$ cat src/rtl/systolic_skew_feeder_if.sv
// Load/stream bundle between a matrix source, the skew feeder and the systolic array.
// master = matrix source and array side, slave = feeder.
interface systolic_skew_feeder_if #(
  parameter int unsigned SIZE       = 8,
  parameter int unsigned DATA_WIDTH = 8
);
  localparam int unsigned VEC_W = SIZE * DATA_WIDTH;

  logic             load_valid;
  logic             load_ready;
  logic [VEC_W-1:0] load_a_col;
  logic [VEC_W-1:0] load_b_row;
  logic [VEC_W-1:0] a_out;
  logic [VEC_W-1:0] b_out;
  logic             out_valid;
  logic             arr_rst_n;
  logic             busy;
  logic             done;

  modport master (
    output load_valid, load_a_col, load_b_row,
    input  load_ready, a_out, b_out, out_valid, arr_rst_n, busy, done
  );

  modport slave (
    input  load_valid, load_a_col, load_b_row,
    output load_ready, a_out, b_out, out_valid, arr_rst_n, busy, done
  );
endinterface

$ cat src/rtl/systolic_skew_feeder.sv
// Buffers A (by column) and B (by row), then replays them diagonally skewed into the array.
// Define SKEW_FEEDER_DBUF_EN for ping/pong banks so the next job loads while one streams.
module systolic_skew_feeder #(
  parameter int unsigned SIZE         = 8,
  parameter int unsigned DATA_WIDTH   = 8,
  parameter int unsigned FLUSH_CYCLES = 10
) (
  input  logic                  clk,
  input  logic                  rst,
  systolic_skew_feeder_if.slave bus
);
  localparam int unsigned VEC_W = SIZE * DATA_WIDTH;
`ifdef SKEW_FEEDER_DBUF_EN
  localparam int unsigned NB = 2;
`else
  localparam int unsigned NB = 1;
`endif
  localparam int unsigned K_W = (SIZE > 1) ? $clog2(SIZE) : 1;
  localparam int unsigned T_W = $clog2(2 * SIZE);
  localparam int unsigned F_W = (FLUSH_CYCLES > 1) ? $clog2(FLUSH_CYCLES) : 1;
  localparam logic [K_W-1:0] K_LAST = K_W'(SIZE - 1);
  localparam logic [T_W-1:0] T_LAST = T_W'(2 * SIZE - 2);
  localparam logic [F_W-1:0] F_LAST = F_W'(FLUSH_CYCLES - 1);

  typedef enum logic [2:0] {IDLE, LOAD, CLEAR, STREAM, FLUSH, DONE} state_t;

  state_t           state;
  logic [K_W-1:0]   kcnt;
  logic [T_W-1:0]   t;
  logic [F_W-1:0]   fcnt;
  logic [NB-1:0]    full;
  logic [NB-1:0]    full_nxt;
  logic             wr_sel, rd_sel, wr_nxt, rd_nxt;
  logic             accept, last_beat;
  logic [T_W-1:0]   t_sel;
  logic [VEC_W-1:0] skew_a, skew_b;
  logic [VEC_W-1:0] a_bank [NB][SIZE];
  logic [VEC_W-1:0] b_bank [NB][SIZE];

  // Bank bookkeeping: a bank is full from its last load beat until its job reaches DONE.
  always_comb begin
    accept    = bus.load_valid && bus.load_ready;
    last_beat = accept && (kcnt == K_LAST);
    full_nxt  = full;
    if (state == DONE) full_nxt[rd_sel] = 1'b0;
    if (last_beat)     full_nxt[wr_sel] = 1'b1;
    wr_nxt = (NB > 1 && last_beat) ? ~wr_sel : wr_sel;
    rd_nxt = (NB > 1) ? ~rd_sel : rd_sel;
  end

  // Skewed lane vectors for the beat about to be presented (t=0 while leaving CLEAR).
  always_comb begin
    t_sel  = (state == CLEAR) ? '0 : t + T_W'(1);
    skew_a = '0;
    skew_b = '0;
    for (int i = 0; i < SIZE; i++) begin
      if (int'(t_sel) >= i && int'(t_sel) - i < int'(SIZE)) begin
        skew_a[i*DATA_WIDTH +: DATA_WIDTH] =
          a_bank[rd_sel][K_W'(int'(t_sel) - i)][i*DATA_WIDTH +: DATA_WIDTH];
        skew_b[i*DATA_WIDTH +: DATA_WIDTH] =
          b_bank[rd_sel][K_W'(int'(t_sel) - i)][i*DATA_WIDTH +: DATA_WIDTH];
      end
    end
  end

  // Operand storage needs no reset: the full flags gate every read.
  always_ff @(posedge clk) begin
    if (accept) begin
      a_bank[wr_sel][kcnt] <= bus.load_a_col;
      b_bank[wr_sel][kcnt] <= bus.load_b_row;
    end
  end

  always_ff @(posedge clk or negedge rst) begin
    if (!rst) begin
      state          <= IDLE;
      kcnt           <= '0;
      t              <= '0;
      fcnt           <= '0;
      full           <= '0;
      wr_sel         <= 1'b0;
      rd_sel         <= 1'b0;
      bus.load_ready <= 1'b0;
      bus.a_out      <= '0;
      bus.b_out      <= '0;
      bus.out_valid  <= 1'b0;
      bus.arr_rst_n  <= 1'b0;
      bus.busy       <= 1'b0;
      bus.done       <= 1'b0;
    end else begin
      full           <= full_nxt;
      wr_sel         <= wr_nxt;
      bus.load_ready <= ~full_nxt[wr_nxt];
      bus.done       <= 1'b0;
      if (accept) kcnt <= last_beat ? '0 : kcnt + K_W'(1);

      case (state)
        IDLE, LOAD: begin
          if (last_beat) begin
            state         <= CLEAR;
            rd_sel        <= wr_sel;
            bus.arr_rst_n <= 1'b0;
            bus.busy      <= 1'b1;
          end else begin
            bus.arr_rst_n <= 1'b1;
            if (accept) state <= LOAD;
          end
        end
        CLEAR: begin
          state         <= STREAM;
          t             <= '0;
          bus.arr_rst_n <= 1'b1;
          bus.out_valid <= 1'b1;
          bus.a_out     <= skew_a;
          bus.b_out     <= skew_b;
        end
        STREAM: begin
          if (t == T_LAST) begin
            state         <= FLUSH;
            fcnt          <= '0;
            bus.out_valid <= 1'b0;
            bus.a_out     <= '0;
            bus.b_out     <= '0;
          end else begin
            t         <= t + T_W'(1);
            bus.a_out <= skew_a;
            bus.b_out <= skew_b;
          end
        end
        FLUSH: begin
          if (fcnt == F_LAST) begin
            state    <= DONE;
            bus.done <= 1'b1;
            bus.busy <= 1'b0;
          end else begin
            fcnt <= fcnt + F_W'(1);
          end
        end
        DONE: begin
          rd_sel <= rd_nxt;
          // A bank that filled while this job ran starts immediately.
          if (full_nxt[rd_nxt]) begin
            state         <= CLEAR;
            bus.arr_rst_n <= 1'b0;
            bus.busy      <= 1'b1;
          end else begin
            state <= (kcnt != '0 || accept) ? LOAD : IDLE;
          end
        end
        default: state <= IDLE;
      endcase
    end
  end
endmodule

$ cat src/flat_wrapper.sv
// flat-port wrapper written by rule: the top's interface ports become plain ports
module systolic_skew_feeder_flat 
#(
  parameter int unsigned SIZE         = 8,
  parameter int unsigned DATA_WIDTH   = 8,
  parameter int unsigned FLUSH_CYCLES = 10
)
  (clk, rst, bus_load_valid, bus_load_a_col, bus_load_b_row, bus_load_ready, bus_a_out, bus_b_out, bus_out_valid, bus_arr_rst_n, bus_busy, bus_done);
  systolic_skew_feeder_if #(.SIZE(SIZE), .DATA_WIDTH(DATA_WIDTH)) bus_i ();
  input  logic clk;
  input  logic rst;
  input wire logic [$bits(bus_i.load_valid)-1:0] bus_load_valid;
  input wire logic [$bits(bus_i.load_a_col)-1:0] bus_load_a_col;
  input wire logic [$bits(bus_i.load_b_row)-1:0] bus_load_b_row;
  output wire logic [$bits(bus_i.load_ready)-1:0] bus_load_ready;
  output wire logic [$bits(bus_i.a_out)-1:0] bus_a_out;
  output wire logic [$bits(bus_i.b_out)-1:0] bus_b_out;
  output wire logic [$bits(bus_i.out_valid)-1:0] bus_out_valid;
  output wire logic [$bits(bus_i.arr_rst_n)-1:0] bus_arr_rst_n;
  output wire logic [$bits(bus_i.busy)-1:0] bus_busy;
  output wire logic [$bits(bus_i.done)-1:0] bus_done;
  assign bus_i.load_valid = bus_load_valid;
  assign bus_i.load_a_col = bus_load_a_col;
  assign bus_i.load_b_row = bus_load_b_row;
  assign bus_load_ready = bus_i.load_ready;
  assign bus_a_out = bus_i.a_out;
  assign bus_b_out = bus_i.b_out;
  assign bus_out_valid = bus_i.out_valid;
  assign bus_arr_rst_n = bus_i.arr_rst_n;
  assign bus_busy = bus_i.busy;
  assign bus_done = bus_i.done;
  systolic_skew_feeder #(.SIZE(SIZE), .DATA_WIDTH(DATA_WIDTH), .FLUSH_CYCLES(FLUSH_CYCLES)) u_core (.clk(clk), .rst(rst), .bus(bus_i));
endmodule
$ cat config.mk
export PLATFORM = sky130hd
export DESIGN_NAME = systolic_skew_feeder_flat
export DESIGN_NICKNAME = d
export VERILOG_FILES = /design/src/rtl/systolic_skew_feeder_if.sv /design/src/rtl/systolic_skew_feeder.sv /design/src/flat_wrapper.sv
export SDC_FILE = /design/constraint.sdc
export NUM_CORES = 1
export LEC_CHECK = 0
export BUFFER_PORTS_ARGS = -buffer_cell sky130_fd_sc_hd__buf_4
export CAP_MARGIN = 20
export CELL_PAD_IN_SITES_DETAIL_PLACEMENT = 0
export CELL_PAD_IN_SITES_GLOBAL_PLACEMENT = 2
export CORE_ASPECT_RATIO = 0.7
export CORE_MARGIN = 2
export CORE_UTILIZATION = 46
export CTS_CLUSTER_DIAMETER = 200
export DETAILED_ROUTE_END_ITERATION = 16
export PLACE_DENSITY_LB_ADDON = 0.1
export SYNTH_ARGS = -nofsm -noshare
export SYNTH_HDL_FRONTEND = slang
export SYNTH_SLANG_ARGS = --single-unit
$ cat constraint.sdc
create_clock -name clk -period 15.2 [get_ports clk]
set_input_delay 0 -clock clk [delete_from_list [all_inputs] [get_ports clk]]
set_output_delay 0 -clock clk [all_outputs]
set_load 0.005 [all_outputs]
# --- Yosys cells after proc, flatten, opt, wreduce, memory -nomap -nowiden ---
# Memories as Yosys holds them, arrays and structs flattened.
# Cells that the tools add are included.
word_totals:
  ram_bits: 1024
  n_memories: 2
  rom_bits: 0
  output_inout_bits: 133
  regBits: 148
  latchBits: 0
memory_table:
  columns: ["memory", "depth", "word_bits", "read_ports", "rd_ports_with_merged_regs", "write_ports", "line_no", "rtl"]
  rows:
  - ["u_core.a_bank", 1, 512, 1, 0, 1, "systolic_skew_feeder.sv:37", "logic [VEC_W-1:0] a_bank [NB][SIZE];"]
  - ["u_core.b_bank", 1, 512, 1, 0, 1, "systolic_skew_feeder.sv:38", "logic [VEC_W-1:0] b_bank [NB][SIZE];"]
classes:
  bitwise_logic: 10
  n_lt_le_gt_ge: 25
  reduce_logical: 24
  mul: 0
  mux: 99
  add_sub_neg: 10
  n_shift: 0
  n_div: 0
  n_eq_ne: 15
op_table:
  columns: ["op", "n"]
  rows:
  - ["64-bit binary-select mux with 3-bit select", 16]
  - ["512-bit 2-to-1 mux", 1]
  - ["64-bit 2-to-1 mux", 7]
  - ["64-bit one-hot mux with 2 select lines", 2]
  - ["32-bit by 5-bit < comparator with 1-bit output, second input constant", 7]
  - ["56-bit 2-to-1 mux", 4]
  - ["64-bit demux with 3-bit select", 1]
  - ["48-bit 2-to-1 mux", 4]
  - ["40-bit 2-to-1 mux", 4]
  - ["8-bit 2-to-1 mux", 20]
  - ["32-bit 2-to-1 mux", 4]
  - ["24-bit 2-to-1 mux", 4]
  - ["16-bit 2-to-1 mux", 4]
  - ["3-bit by 4-bit greater-or-equal comparator with 1-bit output, second input constant", 8]
  - ["3-bit inverter", 8]
  - ["4-bit by 3-bit subtractor with 5-bit output, second input constant", 4]
  - ["3-bit 2-to-1 mux", 6]
  - ["4-bit by 3-bit greater-or-equal comparator with 1-bit output, second input constant", 4]
  - ["4-bit 2-to-1 mux", 4]
  - ["4-bit one-hot mux with 2 select lines", 2]
  - ["3-bit one-hot mux with 5 select lines", 1]
  - ["1-bit 2-to-1 mux", 12]
  - ["1-bit logical AND", 10]
  - ["4-bit by 2-bit subtractor with 5-bit output, second input constant", 2]
  - ["27 further kinds", 44]

# --- Logic depth before layout (Yosys ltp) ---
logic_depth:
  ltp_word: 10
  mapped_depth: 15
  mapped_depth_nobuf: 9

# --- Worst setup path before layout ---
# OpenSTA, ideal clock, no wires.
synth_path:
  kind: "reg-to-reg"
  startpoint: "register u_core.bus.load_ready"
  endpoint: "memory u_core.a_bank[0][448] (netlist bit) (enable)"
  t_required_ns: 14.272
  arrival_ns: 12.732
  period_less_slack_ns: 13.660
  setup_time_ns: 0.928
  path_stages_with_launch: 4
  n_path_buf: 1
  path_slack_ns: 1.540
  path_cell_list: "dfrtp_1 > nand2_1 > clkbuf_1 > nor4_1"
synth_via:
  elab_chain_len: 3
synth_rtl:
  columns: ["element", "line_no", "rtl"]
  rows:
  - ["start, declared", "systolic_skew_feeder_if.sv:27", "output load_ready, a_out, b_out, out_valid, arr_rst_n, busy, done"]
  - ["start signal, assigned", "systolic_skew_feeder.sv:93", "bus.load_ready <= ~full_nxt[wr_nxt];"]
  - ["1-bit logical AND", "systolic_skew_feeder.sv:42", "accept = bus.load_valid && bus.load_ready;"]
  - ["1-bit 2-to-1 mux", "systolic_skew_feeder.sv:68", "if (accept) begin"]
  - ["512-bit 2-to-1 mux (implied by the code)", "systolic_skew_feeder.sv:69", "a_bank[wr_sel][kcnt] <= bus.load_a_col;"]
  - ["end, declared", "systolic_skew_feeder.sv:37", null]
# Every way passes these cells.

# --- Worst setup path after layout ---
layout_path:
  startpoint: "register u_core.state[0]"
  endpoint: "register u_core.bus.a_out[62]"
layout_via:
  elab_chain_len: 10
  elab_cells_between_ends: 15
  cone_classes: "1 x add/sub; 2 x order compare; 2 x eq/ne; 7 x mux; 1 x bitwise; 2 x reduce/logical"
layout_rtl:
  columns: ["element", "line_no", "rtl"]
  rows:
  - ["start, declared", "systolic_skew_feeder.sv:27", "state_t state;"]
  - ["start signal, assigned", "systolic_skew_feeder.sv:147", "state <= (kcnt != '0 || accept) ? LOAD : IDLE;"]
  - ["parallel branches: the longest is 10 deep, another holds 32-bit by 5-bit < comparator with 1-bit output", null, null]
  - ["end signal, assigned", "systolic_skew_feeder.sv:114", "bus.a_out <= skew_a;"]
  - ["end signal, assigned", "systolic_skew_feeder.sv:126", "bus.a_out <= skew_a;"]
  - ["end, declared", "systolic_skew_feeder_if.sv:27", null]
# Several ways; the timed one is not identified. The select of a mux whose other input is x is not followed.
# A chain may end at the register's enable or synchronous reset.

==> results.yml <==
drt:
  drt_pass1_iterations: 7
  vias: 24100
  drtAntennaViolNets: 0
  initialDrtViolationCount: 2398
  finalWirelength_um: 112000
  vias_per_cell: 5.84
  wire_per_inst_um: 27.2
  drc: 0
synthesis:
  async_reset_ff_share_pct: 12.6
  ys_warn_count: 0
  syn-num-nets: 2511
  syn-cell-area_um2: 44400
  syn_inst: 2368
  avgSynthCellArea_um2: 18.8
  ys_seq_area_share_pct: 77.6
  yosys_register_bits: 1172
  synth-edff-count: 1024
  ys.flop_type: "edfxtp_1"
  yosysUniqueCellTypes: 63
clock_network:
  cts-htree-levels: 3
  cts.clk_slew.worst_paths_ns: 0.06
  cts-buffers-inserted: 111
  clockBufferDepth: 3
  cts_tree: "built"
  cts_sinks: 1172
  root_buffer: "clkbuf_16"
  clk_latency_ns: 0.72
final_layout:
  layout-drive-gt1-share_pct: 23.7
  final_nets: 2912
  area_growth_pct: 19.4
  seqCellArea_um2: 34500
  multiInputGateArea_um2: 9430
  fin_util_pct: 55.3
  fill_cells: 7403
power_and_ir_drop:
  p_clk_share_pct: 25.0
  sw_frac_of_total_pct: 34.1
  seqPwrFrac_pct: 37.5
  power.density_nw_per_um2: 212
  power_frac_comb_pct: 37.5
  internal_power_mw: 7.39
  leakagePower_nw: 18.3
  max-vdd-ir-drop_uv: 274
  p_sw_mw: 3.82
critical_path:
  setup.worst_path.end_class: "flop"
  path_class: "reg2reg"
  crit_arrival_ns: 5.37
  r2r-start: "u_core.state[0]"
  start_kind: "flop"
  timing.rr.end: "u_core.bus.a_out[62]"
  cp.required_ns: 15.76
  crit_fanout: 107
  rr_worst_depth: 9
  r2r_slack_ns: 10.39
sta:
  skew_ns: 0.0503
  setup_viol: 0
  slew_headroom_pct: 23.2
  fin_crit_sh_pct: 31.7
  final_hold_viol_count: 0
  worst_pin_slew_ns: 1.15
  max_freq_mhz: 208
  fin_crit_ns: 4.81
  setup-tns-final_ns: 0
  rsz0062_at_grt: "no"
  setup_slack_ns: 10.39
  worst_hold_slack_ns: 0.0607
  finalMaxSlewViolations: 0
global_route:
  grt_use_total_pct: 22.6
  overflow: 0
  grt_pass1_vias: 24800
  grt_max_degree: 108
  grt_pass1_wl_um: 166000
  antenna_found_initial: 13
die:
  core_um2: 95800
  fp.dieArea_um2: 99100
  num_io_pins: 264
  chipWidth_um: 375
  start_util_pct: 46.4
  die_h_um: 264
  core.rowCount: 95
hold_path:
  hold_start: "bus_load_b_row[42]"
  hold_class: "in2reg"
  worstHoldPathCells: 2
  min_to: "u_core.b_bank[0][426]"
placement:
  dp_hpwl_um: 59300
  place_congestion: 0.750
  port_buffers: 263
  pre_cts_ws_ns: 10.14
status:
  status: "finished clean"
run:
  max_cap_viol_count: 0
## placed cells by master, fill, tap and decap left out, types with 16 or more instances in the layout
| cell | count |
|---|---|
| dfrtp_1 | 147 |
| clkbuf_1 | 25 |
| buf_4 | 305 |
| clkinv_2 | 21 |
| a32oi_1 | 16 |
| clkbuf_16 | 113 |
| o22ai_1 | 55 |
| nand2_1 | 149 |
| o221ai_1 | 41 |
| o31ai_1 | 32 |
| dlygate4sd3_1 | 131 |
| o21ai_0 | 41 |
| a211oi_1 | 23 |
| mux2_2 | 33 |
| edfxtp_1 | 1024 |
| or3_1 | 31 |
| a32o_1 | 28 |
| a22o_1 | 48 |
| o21ai_1 | 38 |
| mux4_2 | 129 |
| mux2i_1 | 94 |
| nand3_1 | 31 |
| nor3_1 | 36 |
## worst max path at each step
stage | depth (start not counted) | slack, ns | endpoint | start
global route | 10 | 9.96 | u_core.bus.a_out[10] | u_core.state[0]
floorplan | 3 | 1.54 | u_core.a_bank[0][448] | u_core.bus.load_ready
detailed placement | 9 | 10.14 | u_core.bus.a_out[62] | u_core.state[0]
global placement | 9 | 10.20 | u_core.bus.b_out[31] | u_core.state[0]
finish | 9 | 10.39 | u_core.bus.a_out[62] | u_core.state[0]
CTS | 9 | 10.16 | u_core.bus.a_out[62] | u_core.state[0]
## timing repair
action	CTS	global route
hold buffers	132	0
resized for setup	0	0
setup buffers	0	0
endpoints found under the hold margin	1092	0
setup endpoints to repair	0	0
## power groups by stage
stage	Combinational [mW]	Clock, mW	Sequential [mW]
2_1_floorplan	2.85	0	4.29
3_3_place_gp	4.17	0	4.26
3_5_place_dp	4.23	0	4.27
4_1_cts	4.27	2.87	4.21
5_1_grt	4.53	2.99	4.25
6_report	4.20	2.81	4.21
## cell type report
cell class,count,share of cell area (%)
sequential,1172,65.0
multi-input combinational,1024,17.8
timing repair buffer,443,7.06
clock buffer,149,5.80
tap,1261,2.98
clock inverter,60,1.24
inverter,17,0.135
antenna,3,0.0142
## stage by stage
step	power [mW]	instance area, um2	instances
2_1_floorplan	7.14	44400	2368
3_3_place_gp	8.43	47900	3783
3_5_place_dp	8.50	47900	3785
4_1_cts	11.3	53000	4126
5_1_grt	11.8	53000	4129
6_report	11.2	53000	4129
## cells by family after synthesis
family / Yosys count / synth area share [%]
flip-flops: 1172 / 77.6
AO/OA/AOI/OAI: 445 / 7.57
AND/OR/NAND/NOR: 299 / 3.14
multiplexers: 256 / 9.50
buffers and inverters: 172 / 1.64
XOR/XNOR: 12 / 0.237
adder cells (fa/ha/maj): 12 / 0.338
## cells in the mapped netlist (all sizes together) (5+ instances only)
cell type / instances / share of area, %
a211oi: 23 / 0.39
a21oi: 16 / 0.18
a222oi: 14 / 0.32
a22o: 48 / 0.95
a22oi: 9 / 0.15
a2bb2oi: 13 / 0.26
a31oi: 12 / 0.17
a32o: 28 / 0.63
a32oi: 16 / 0.32
and3: 7 / 0.099
buf: 38 / 0.51
clkbuf: 117 / 0.99
dfrtp: 148 / 8.3
edfxtp: 1024 / 69
ha: 12 / 0.34
inv: 17 / 0.14
mux2: 33 / 0.84
mux2i: 94 / 2.1
mux4: 129 / 6.5
nand2: 150 / 1.3
nand3: 33 / 0.37
nor2: 18 / 0.15
nor3: 43 / 0.51
o21ai: 79 / 0.89
o221ai: 41 / 0.81
o22a: 15 / 0.30
o22ai: 55 / 0.77
o311a: 15 / 0.34
o311ai: 5 / 0.099
o31ai: 32 / 0.54
or3: 31 / 0.44
xnor2: 6 / 0.12
xor2: 6 / 0.12
## registers in the layout (all words and copies together) (netlist names)
signal and flops:
u_core.a_bank 512, u_core.b_bank 512, u_core.bus.a_out 64, u_core.bus.arr_rst_n 1, u_core.bus.b_out 64, u_core.bus.busy 1, u_core.bus.done 1, u_core.bus.load_ready 1
u_core.bus.out_valid 1, u_core.fcnt 4, u_core.full 1, u_core.kcnt 3, u_core.state 3, u_core.t 4
## metal layers
layer  share of wire, %  wire, um  global-route usage (%)  vias up
met3                5.9      6650                    4.48      145
li1                   -         -                       -    10500
met5              0.092       103                       0        -
met4                1.6      1790                    4.84       16
met2                 48     54200                    36.5      677
met1                 44     49600                    32.2    12700
## critical path: stages, from the launching register on
cell	delay (ns)
dfrtp_1	0.72
or3b_2	0.22
buf_4	0.48
nand2_8	0.36
inv_8	0.61
buf_12	0.60
ha_4	0.84
mux4_2	0.41
mux2i_1	0.19
o21ai_1	0.09
(Power assumes the default switching activity.)
